**src/rtl/branch_update_issuer.sv**
```systemverilog
// branch_update_issuer
// Queues resolved branches from the FD stage and replays them to the branch
// predictor as single-cycle update strobes. Strobes are always separated by
// at least one idle cycle. Also keeps saturating resolved-branch and
// misprediction counters.
module branch_update_issuer #(
  parameter int PC_W  = 10,
  parameter int DEPTH = 4,
  parameter int CNT_W = 16
) (
  input  logic             clk,
  input  logic             rst,
  input  logic             res_valid,
  output logic             res_ready,
  input  logic [PC_W-1:0]  res_pc,
  input  logic             res_taken,
  input  logic             res_predicted,
  input  logic             flush,
  output logic             upd_flag,
  output logic             upd_taken,
  output logic [PC_W-1:0]  upd_pc,
  output logic             busy,
  output logic [CNT_W-1:0] branch_count,
  output logic [CNT_W-1:0] mispredict_count
);

  localparam int AW  = $clog2(DEPTH);
  localparam int E_W = PC_W + 2;

  typedef enum logic [1:0] {
    S_IDLE  = 2'd0,
    S_ISSUE = 2'd1,
    S_GAP   = 2'd2
  } state_t;

  state_t state_reg, state_next;

  // Pointers carry one extra wrap bit so full and empty can be told apart.
  logic [AW:0]      wr_ptr_reg, rd_ptr_reg;
  logic [E_W-1:0]   mem_reg [DEPTH];
  logic [DEPTH-1:0] we_vec;
  logic             full, empty, push, pop;

  logic [E_W-1:0]   rd_entry;
  logic [PC_W-1:0]  rd_pc;
  logic             rd_taken, rd_predicted;

  logic             upd_flag_reg, upd_flag_next;
  logic             upd_taken_reg, upd_taken_next;
  logic [PC_W-1:0]  upd_pc_reg, upd_pc_next;
  logic [CNT_W-1:0] branch_count_reg, branch_count_next;
  logic [CNT_W-1:0] mispredict_count_reg, mispredict_count_next;

  assign empty = (wr_ptr_reg == rd_ptr_reg);
  assign full  = (wr_ptr_reg[AW] != rd_ptr_reg[AW]) &&
                 (wr_ptr_reg[AW-1:0] == rd_ptr_reg[AW-1:0]);

  // No pop-through: a full FIFO refuses even when it drains this cycle.
  // Holding ready low while rst is asserted keeps the producer quiet in reset.
  assign res_ready = rst & ~full & ~flush;
  assign push      = res_valid & res_ready;

  // Per-entry write enables decoded from the write pointer.
  generate
    for (genvar gi = 0; gi < DEPTH; gi++) begin : g_we
      assign we_vec[gi] = push && (wr_ptr_reg[AW-1:0] == AW'(gi));
    end
  endgenerate

  // FIFO storage; contents need no reset since pointers gate validity.
  always_ff @(posedge clk) begin
    for (int i = 0; i < DEPTH; i++) begin
      if (we_vec[i]) mem_reg[i] <= {res_pc, res_taken, res_predicted};
    end
  end

  assign rd_entry     = mem_reg[rd_ptr_reg[AW-1:0]];
  assign rd_pc        = rd_entry[E_W-1:2];
  assign rd_taken     = rd_entry[1];
  assign rd_predicted = rd_entry[0];

  // Pointer update; flush empties the queue by realigning both pointers.
  always_ff @(posedge clk or negedge rst) begin
    if (!rst) begin
      wr_ptr_reg <= '0;
      rd_ptr_reg <= '0;
    end else if (flush) begin
      wr_ptr_reg <= '0;
      rd_ptr_reg <= '0;
    end else begin
      if (push) wr_ptr_reg <= wr_ptr_reg + 1'b1;
      if (pop)  rd_ptr_reg <= rd_ptr_reg + 1'b1;
    end
  end

  // FSM state register.
  always_ff @(posedge clk or negedge rst) begin
    if (!rst) state_reg <= S_IDLE;
    else      state_reg <= state_next;
  end

  // FSM next state; a pop happens only outside ISSUE, which forces the gap.
  always_comb begin
    state_next = state_reg;
    pop        = 1'b0;
    case (state_reg)
      S_IDLE: begin
        if (!empty && !flush) begin
          pop        = 1'b1;
          state_next = S_ISSUE;
        end
      end
      S_ISSUE: begin
        state_next = flush ? S_IDLE : S_GAP;
      end
      S_GAP: begin
        if (!empty && !flush) begin
          pop        = 1'b1;
          state_next = S_ISSUE;
        end else begin
          state_next = S_IDLE;
        end
      end
      default: state_next = S_IDLE;
    endcase
  end

  // Output next values: strobe follows ISSUE, payload and counters move on pop.
  always_comb begin
    upd_flag_next         = (state_next == S_ISSUE);
    upd_pc_next           = upd_pc_reg;
    upd_taken_next        = upd_taken_reg;
    branch_count_next     = branch_count_reg;
    mispredict_count_next = mispredict_count_reg;
    if (pop) begin
      upd_pc_next    = rd_pc;
      upd_taken_next = rd_taken;
      if (branch_count_reg != {CNT_W{1'b1}})
        branch_count_next = branch_count_reg + 1'b1;
      if ((rd_taken != rd_predicted) && (mispredict_count_reg != {CNT_W{1'b1}}))
        mispredict_count_next = mispredict_count_reg + 1'b1;
    end
  end

  // Output registers.
  always_ff @(posedge clk or negedge rst) begin
    if (!rst) begin
      upd_flag_reg         <= 1'b0;
      upd_taken_reg        <= 1'b0;
      upd_pc_reg           <= '0;
      branch_count_reg     <= '0;
      mispredict_count_reg <= '0;
    end else begin
      upd_flag_reg         <= upd_flag_next;
      upd_taken_reg        <= upd_taken_next;
      upd_pc_reg           <= upd_pc_next;
      branch_count_reg     <= branch_count_next;
      mispredict_count_reg <= mispredict_count_next;
    end
  end

  assign upd_flag         = upd_flag_reg;
  assign upd_taken        = upd_taken_reg;
  assign upd_pc           = upd_pc_reg;
  assign branch_count     = branch_count_reg;
  assign mispredict_count = mispredict_count_reg;
  assign busy             = ~empty | (state_reg != S_IDLE);

endmodule

```
**config.mk**
```make
export PLATFORM = sky130hd
export DESIGN_NAME = branch_update_issuer
export DESIGN_NICKNAME = d
export VERILOG_FILES = /design/src/rtl/branch_update_issuer.sv
export SDC_FILE = /design/constraint.sdc
export NUM_CORES = 1
export LEC_CHECK = 0
export ABC_AREA = 0
export ABC_CLOCK_PERIOD_IN_PS = 2200
export CELL_PAD_IN_SITES_DETAIL_PLACEMENT = 1
export CELL_PAD_IN_SITES_GLOBAL_PLACEMENT = 1
export CORE_ASPECT_RATIO = 1.5
export CORE_UTILIZATION = 44
export CTS_CLUSTER_DIAMETER = 50
export DETAILED_ROUTE_END_ITERATION = 10
export HOLD_SLACK_MARGIN = 0.15
export PLACE_DENSITY = 0.84
export SLEW_MARGIN = 10
export SYNTH_ARGS = -nofsm -noshare
export SYNTH_HDL_FRONTEND = slang
export SYNTH_SLANG_ARGS = --single-unit
```
**constraint.sdc**
```tcl
create_clock -name clk -period 2.2 [get_ports clk]
set_input_delay 0.44 -clock clk [delete_from_list [all_inputs] [get_ports clk]]
set_output_delay 0.44 -clock clk [all_outputs]
set_load 0.02 [all_outputs]
```
==> results of run 1 <==
[cells in the mapped netlist (all sizes together), types with 2 or more instances]
library cell	instances
nor3	8
o21ai	2
mux4	12
mux2	5
nor4	2
clkbuf	3
dfrtp	52
inv	8
nand4	10
buf	4
edfxtp	48
xnor2	17
o311ai	2
ha	7
nand2b	2
nand3	12
or3	2
and3	7
nor2	19
xor2	19
nand2	47
[routing by layer]
layer  track usage  wire [um]  vias to the layer above
met3       0.03596        278                       22
met1        0.2404       3772                     1432
met5             0          0                        -
met4       0.09978        269                        0
met2        0.4168       5784                       69
li1              -          -                     1240
[where the power goes]
group / switching (uW) / internal, uW / leakage [uW]
Clock: 701 / 1120 / 0.000166
Combinational: 870 / 768 / 0.000936
Sequential: 241 / 2180 / 0.00111
[timing repair]
action | CTS | global route
pin swaps | 1 | 1
gates resized for setup | 6 | 4
setup buffers | 1 | 0
endpoints found under the setup margin | 3 | 3
hold buffers | 0 | 0
[area by class of cell]
class,instances,area (um^2)
clock buffer,9,225.2
fill,898,3737
sequential,100,2745
timing repair buffer,82,813.3
inverter,8,30.03
clock inverter,7,123.9
multi-input combinational,184,1439
tap,112,140.1
[critical path, cell delays in order (launching register included)]
cell and delay (ns):
dfrtp_2 0.46, xor2_2 0.17, buf_4 0.16, o31ai_4 0.43
inv_2 0.14, o311ai_4 0.10, buf_4 0.21, mux2_2 0.33
[cells by family (layout without fill, tap and decap cells)]
kind of cell | Yosys count | after routing | share of synthesized area
xor+xnor | 36 | 36 | 0.08012
mux | 17 | 17 | 0.07834
flops | 100 | 100 | 0.6504
compound gates | 10 | 10 | 0.02552
simple gates | 114 | 114 | 0.1291
fa+ha+maj | 7 | 7 | 0.02077
buf+inv | 15 | 106 | 0.01573
[how the worst max path moves through the flow]
stage                   from                   to  slack [ns]  cells past startpoint
6_report       wr_ptr_reg[1]  mispredict_count[1]        0.09                      7
5_1_grt        wr_ptr_reg[1]  mispredict_count[1]       -0.03                      7
4_1_cts        wr_ptr_reg[1]  mispredict_count[1]       0.008                      7
3_5_place_dp           flush     branch_count[11]       -0.24                      7
3_3_place_gp           flush            res_ready       -0.12                      4
2_1_floorplan  rd_ptr_reg[0]        mem_reg[0][0]        0.16                      5
[through the flow]
step	hold slack [ns]	instance area (um^2)	util
4_1_cts	0.2868	5495	0.5938
2_1_floorplan	0.1444	4217	-
5_1_grt	0.3148	5517	0.5961
6_report	0.2462	5517	0.5961
3_5_place_dp	0.4319	5126	0.5539
3_3_place_gp	0.4212	5126	0.5539
==> impl_metrics.csv, run 1 <==
group,metric,value,unit
outcome,status,"finished clean",
logic_synthesis,synth-edff-count,48,
logic_synthesis,synthCells,299,
detailed_routing,drc,0,
detailed_routing,drtPass1Iterations,4,
timing,final.min_clock_period,2.107,ns
worst_setup_path,worstPathArrival,2.34,ns
detailed_routing,wl,10110,um
global_routing,grt_pass1_vias,3028,
pwr,ir_drop,0.7181,mV
pwr,leakage,0.002215,uW
placed_design,numPortBuffers,61,
logic_synthesis,synth_top_area_frac,0.3418,
timing,rsz0062_at_grt,"true",
pwr,power_density,1066,mW/mm^2
die,ios,62,
timing,setup_tns,0,ns
worst_setup_path,regToRegStartpoint,"wr_ptr_reg[1]",
cts,insertion_delay,0.35,ns
detailed_routing,ant_nets,0,
cts,clock_sinks,100,
placed_design,pre_cts_ws,-0.2363,ns
cts,root_buffer,"clkbuf_16",
cts,cts_buffers,9,
final_layout,syn_to_final_growth,30.83,%
final_layout,layout-drive-gt1-share,0.1769,
worst_setup_path,rr_endpoint,"mispredict_count[1]",
global_routing,grt_max_degree,53,
detailed_routing,via_per_inst,5.504,
logic_synthesis,syn_area,0.004217,mm^2
detailed_routing,wl_per_cell,20.13,um
placed_design,gp_congestion,0.8181,
timing,timing.final.max_slew_violations,0,
logic_synthesis,ys_ff_latch,100,
detailed_routing,via_count,2763,
worst_setup_path,rr_worst_depth,7,
logic_synthesis,avgSynthCellArea,14.10,um^2
cts,clkTransAtPathRegs,0.07,ns
worst_setup_path,crit_type,"reg -> reg",
worst_setup_path,endpoint_kind,"register",
global_routing,gr-total-overflow,0,
timing,finalHoldViolations,0,
logic_synthesis,synthTopCellsByArea,"edfxtp_1, dfrtp_1, mux4_2",
final_layout,stdcell_count,502,
placed_design,placed_cells,485,
final_layout,largest_reg_flops,48,
logic_synthesis,yosys.area.top_type,"edfxtp_1",
timing,max-slew-margin-rel,0.5448,
worst_setup_path,cp_data_required_time,2.44,ns
timing,finClkSkew,0.007052,ns
die,dieArea,0.009987,mm^2
logic_synthesis,synth_nets,322,
final_layout,diodes,0,
cts,cts_buffer_depth,2,
worst_hold_path,hp-class,"in -> async",
flow_run,drv_cap,0,
global_routing,grt_pass1_wl,15860,um
timing,max_freq,474.6,MHz
final_layout,final_common_cell,"clkdlybuf4s50_1",
worst_setup_path,worst_setup_path_start_kind,"register",
worst_setup_path,rrSetupSlack,0.09,ns
logic_synthesis,synth.yosys.warnings,0,
final_layout,nNetsFinal,408,
timing,layout_setup_ws,0.09274,ns
logic_synthesis,yosys_most_used_dff,"dfrtp_1",
logic_synthesis,yosysSeqAreaShare,0.6504,
placed_design,hpwl,7080,um
timing,min_period_over_period,0.9578,
final_layout,final_cell_mix,"clkdlybuf4s50_1, dfrtp_1, edfxtp_1",
die,coreArea,0.009254,mm^2
die,die_height,121.9,um
logic_synthesis,ys_types,40,
global_routing,antenna_found_initial,0,
die,start_util,0.4557,
timing,tightest_slew,0.6827,ns
cts,cts_tree,"done",
worst_setup_path,critPathMaxFanout,9,
logic_synthesis,ys_async_sr_fraction,0.5200,
die,rows,43,
die,dieWidth,81.93,um
timing,setup_viol,0,
detailed_routing,drt_iter0_drc,108,
pwr,p_total,5882,uW
cts,h-tree-depth,3,
global_routing,grt_usage,0.2242,
No activity file was read; power rests on OpenSTA's default activity.
==> run 2, diff against run 1 <==
--- a/config.mk
+++ b/config.mk
@@ -12,6 +12,7 @@
 export CORE_ASPECT_RATIO = 1.5
 export CORE_UTILIZATION = 44
 export CTS_CLUSTER_DIAMETER = 50
+export CTS_CLUSTER_SIZE = 8
 export DETAILED_ROUTE_END_ITERATION = 10
 export HOLD_SLACK_MARGIN = 0.15
 export PLACE_DENSITY = 0.84
==> results of run 2 <==
The final DEF is identical to that of run 1; final timing and power are the same.
==> run 3, diff against run 2 <==
--- a/config.mk
+++ b/config.mk
@@ -10,12 +10,12 @@
 export CELL_PAD_IN_SITES_DETAIL_PLACEMENT = 1
 export CELL_PAD_IN_SITES_GLOBAL_PLACEMENT = 1
 export CORE_ASPECT_RATIO = 1.5
-export CORE_UTILIZATION = 44
+export CORE_UTILIZATION = 40
 export CTS_CLUSTER_DIAMETER = 50
-export CTS_CLUSTER_SIZE = 8
+export CTS_CLUSTER_SIZE = 40
 export DETAILED_ROUTE_END_ITERATION = 10
 export HOLD_SLACK_MARGIN = 0.15
-export PLACE_DENSITY = 0.84
+export PLACE_DENSITY = 0.78
 export SLEW_MARGIN = 10
 export SYNTH_ARGS = -nofsm -noshare
 export SYNTH_HDL_FRONTEND = slang
==> run 3 against run 2 <==
  * Combinational power up 4%
  * Cell area is 0.41% higher
  * Worst setup slack got worse by 0.033 ns
  * Count of clock-buffer cells in the layout unchanged
  * First-iteration DRC count is 61% higher
==> impl_metrics.csv, run 3 (synthesized netlist as in run 1, its figures left out) <==
group,metric,value,unit
detailed_routing,via_count,2689,
global_routing,grt_max_degree,53,
worst_setup_path,critPathMaxFanout,4,
placed_design,hpwl,6603,um
detailed_routing,drc,0,
timing,finClkSkew,0.009888,ns
worst_setup_path,cp_data_required_time,1.76,ns
cts,insertion_delay,0.36,ns
die,die_height,127.7,um
cts,cts_hold_buffers,0,
detailed_routing,via_per_inst,5.036,
global_routing,grt_usage,0.1880,
pwr,p_clk_frac,0.286,
cts,cts_tree,"done",
worst_setup_path,rr_worst_depth,6,
timing,final.min_clock_period,2.140,ns
final_layout,fill_cells,1013,
cts,root_buffer,"clkbuf_16",
worst_setup_path,regToRegStartpoint,"rd_ptr_reg[0]",
pwr,power.internal,3811,uW
final_layout,final_common_cell,"clkdlybuf4s50_1",
worst_hold_path,hp-class,"in -> async",
pwr,leakage,0.002221,uW
worst_setup_path,worst_setup_path_start_kind,"register",
cts,cts_buffers,9,
timing,min_period_over_period,0.9729,
global_routing,gr-total-overflow,0,
detailed_routing,wl,9412,um
worst_setup_path,cpPeakStageDelay,0.45,ns
detailed_routing,drt_iter0_drc,174,
cts,clock_sinks,100,
timing,tightest_slew,0.6903,ns
detailed_routing,drtPass1Iterations,4,
final_layout,final_cell_mix,"clkdlybuf4s50_1, dfrtp_1, edfxtp_1",
cts,clkTransAtPathRegs,0.07,ns
global_routing,grt_pass1_vias,2970,
global_routing,grt_pass1_wl,15460,um
outcome,status,"finished clean",
worst_setup_path,critPathSlowestCell,"dfrtp_2",
final_layout,nNetsFinal,411,
pwr,p_total,5739,uW
final_layout,layout-drive-gt1-share,0.1832,
global_routing,antenna_found_initial,0,
final_layout,diodes,0,
placed_design,numPortBuffers,61,
die,dieWidth,85.83,um
die,dieArea,0.01096,mm^2
die,rows,45,
pwr,p_seq_frac,0.419,
final_layout,syn_to_final_growth,31.36,%
pwr,comb_power_share,0.295,
worst_setup_path,crit_type,"reg -> out",
cts,cts_buffer_depth,2,
pwr,switchingPower,1928,uW
timing,timing.final.max_slew_violations,0,
detailed_routing,ant_nets,0,
final_layout,utilization,0.5435,
timing,rsz0062_at_grt,"true",
timing,holdWs,0.2526,ns
worst_setup_path,worstPathArrival,1.70,ns
detailed_routing,wl_per_cell,17.63,um
die,ios,62,
timing,setup_viol,0,
timing,max-slew-margin-rel,0.5398,
pwr,power_density,1036,mW/mm^2
worst_setup_path,endpoint_kind,"output pin",
cts,h-tree-depth,3,
placed_design,gp_congestion,0.7284,
die,start_util,0.4138,
worst_setup_path,rrSetupSlack,0.08,ns
flow_run,drv_cap,0,
pwr,switching_share,0.3359,
worst_setup_path,path_cells,"xor2_2 -> nor2_2 -> a21boi_2 -> dlygate4sd2_1",
die,coreArea,0.01019,mm^2
worst_setup_path,rr_endpoint,"mispredict_count[13]",
timing,finalHoldViolations,0,
pwr,ir_drop,0.5788,mV
final_layout,largest_reg_flops,48,
timing,max_freq,467.2,MHz
-- run 3: changes by cell type in the layout (fill, tap and decap cells not counted), moves of 2 or more --
cell	before	now
bufinv_16	3	0
clkinv_8	0	3
inv_8	0	3
buf_4	17	19
-- run 3: repair_timing --
item                                    4_1_cts  5_1_grt
endpoints found under the hold margin         0        0
setup buffers                                 0        1
pin swaps                                     1        4
gates resized for setup                       6        3
endpoints found under the setup margin        9       15
-- run 3: critical path, delay by kind of cell (launching register included) --
kind | cells | cell delay, ns
flops | 1 | 0.45
xor+xnor | 1 | 0.25
simple gates | 1 | 0.09
compound gates | 1 | 0.21
buf+inv | 1 | 0.36
-- run 3: area by class of cell --
cell class                 instances  area (um^2)  share of cell area
timing repair buffer              85        837.1              0.1511
clock buffer                       9        225.2             0.04066
clock inverter                     7        91.34             0.01649
tap                              141        176.4             0.03185
inverter                           8        30.03            0.005421
sequential                       100         2744              0.4954
multi-input combinational        184         1435              0.2591
-- run 3: power by group through the flow --
stage / registers, uW / logic [uW] / clock network [uW]
global route: 2440 / 1850 / 1710
floorplan: 2610 / 720 / 0
detailed placement: 2450 / 1660 / 0
CTS: 2410 / 1690 / 1650
global placement: 2430 / 1620 / 0
finish: 2410 / 1700 / 1640
-- run 3: worst max-delay path by stage --
stage	startpoint	end	slack (ns)	cells past startpoint
final	wr_ptr_reg[1]	res_ready	0.06	4
after global routing	wr_ptr_reg[1]	res_ready	-0.03	4
after CTS	rd_ptr_reg[0]	mispredict_count[13]	0.008	6
after detailed placement	flush	res_ready	-0.28	4
after global placement	flush	res_ready	-0.26	4
after floorplan	rd_ptr_reg[0]	mem_reg[0][0]	0.16	5
-- run 3: metrics by stage --
stage          cell area (um^2)  setup TNS [ns]  worst slack [ns]  std cells
2_1_floorplan              4217               0            0.1550        299
3_3_place_gp               5185         -0.9256           -0.2567        517
3_5_place_dp               5185          -1.701           -0.2781        517
4_1_cts                    5520               0          0.007968        533
5_1_grt                    5539        -0.06575          -0.02547        534
6_report                   5539               0           0.05962        534
-- run 3: layer usage --
metal	up-vias	wire length (um)	GRT usage
met5	-	0	0
met1	1364	3707	0.2176
li1	1243	-	-
met2	67	5168	0.3473
met4	0	212	0.08235
met3	15	323	0.02061
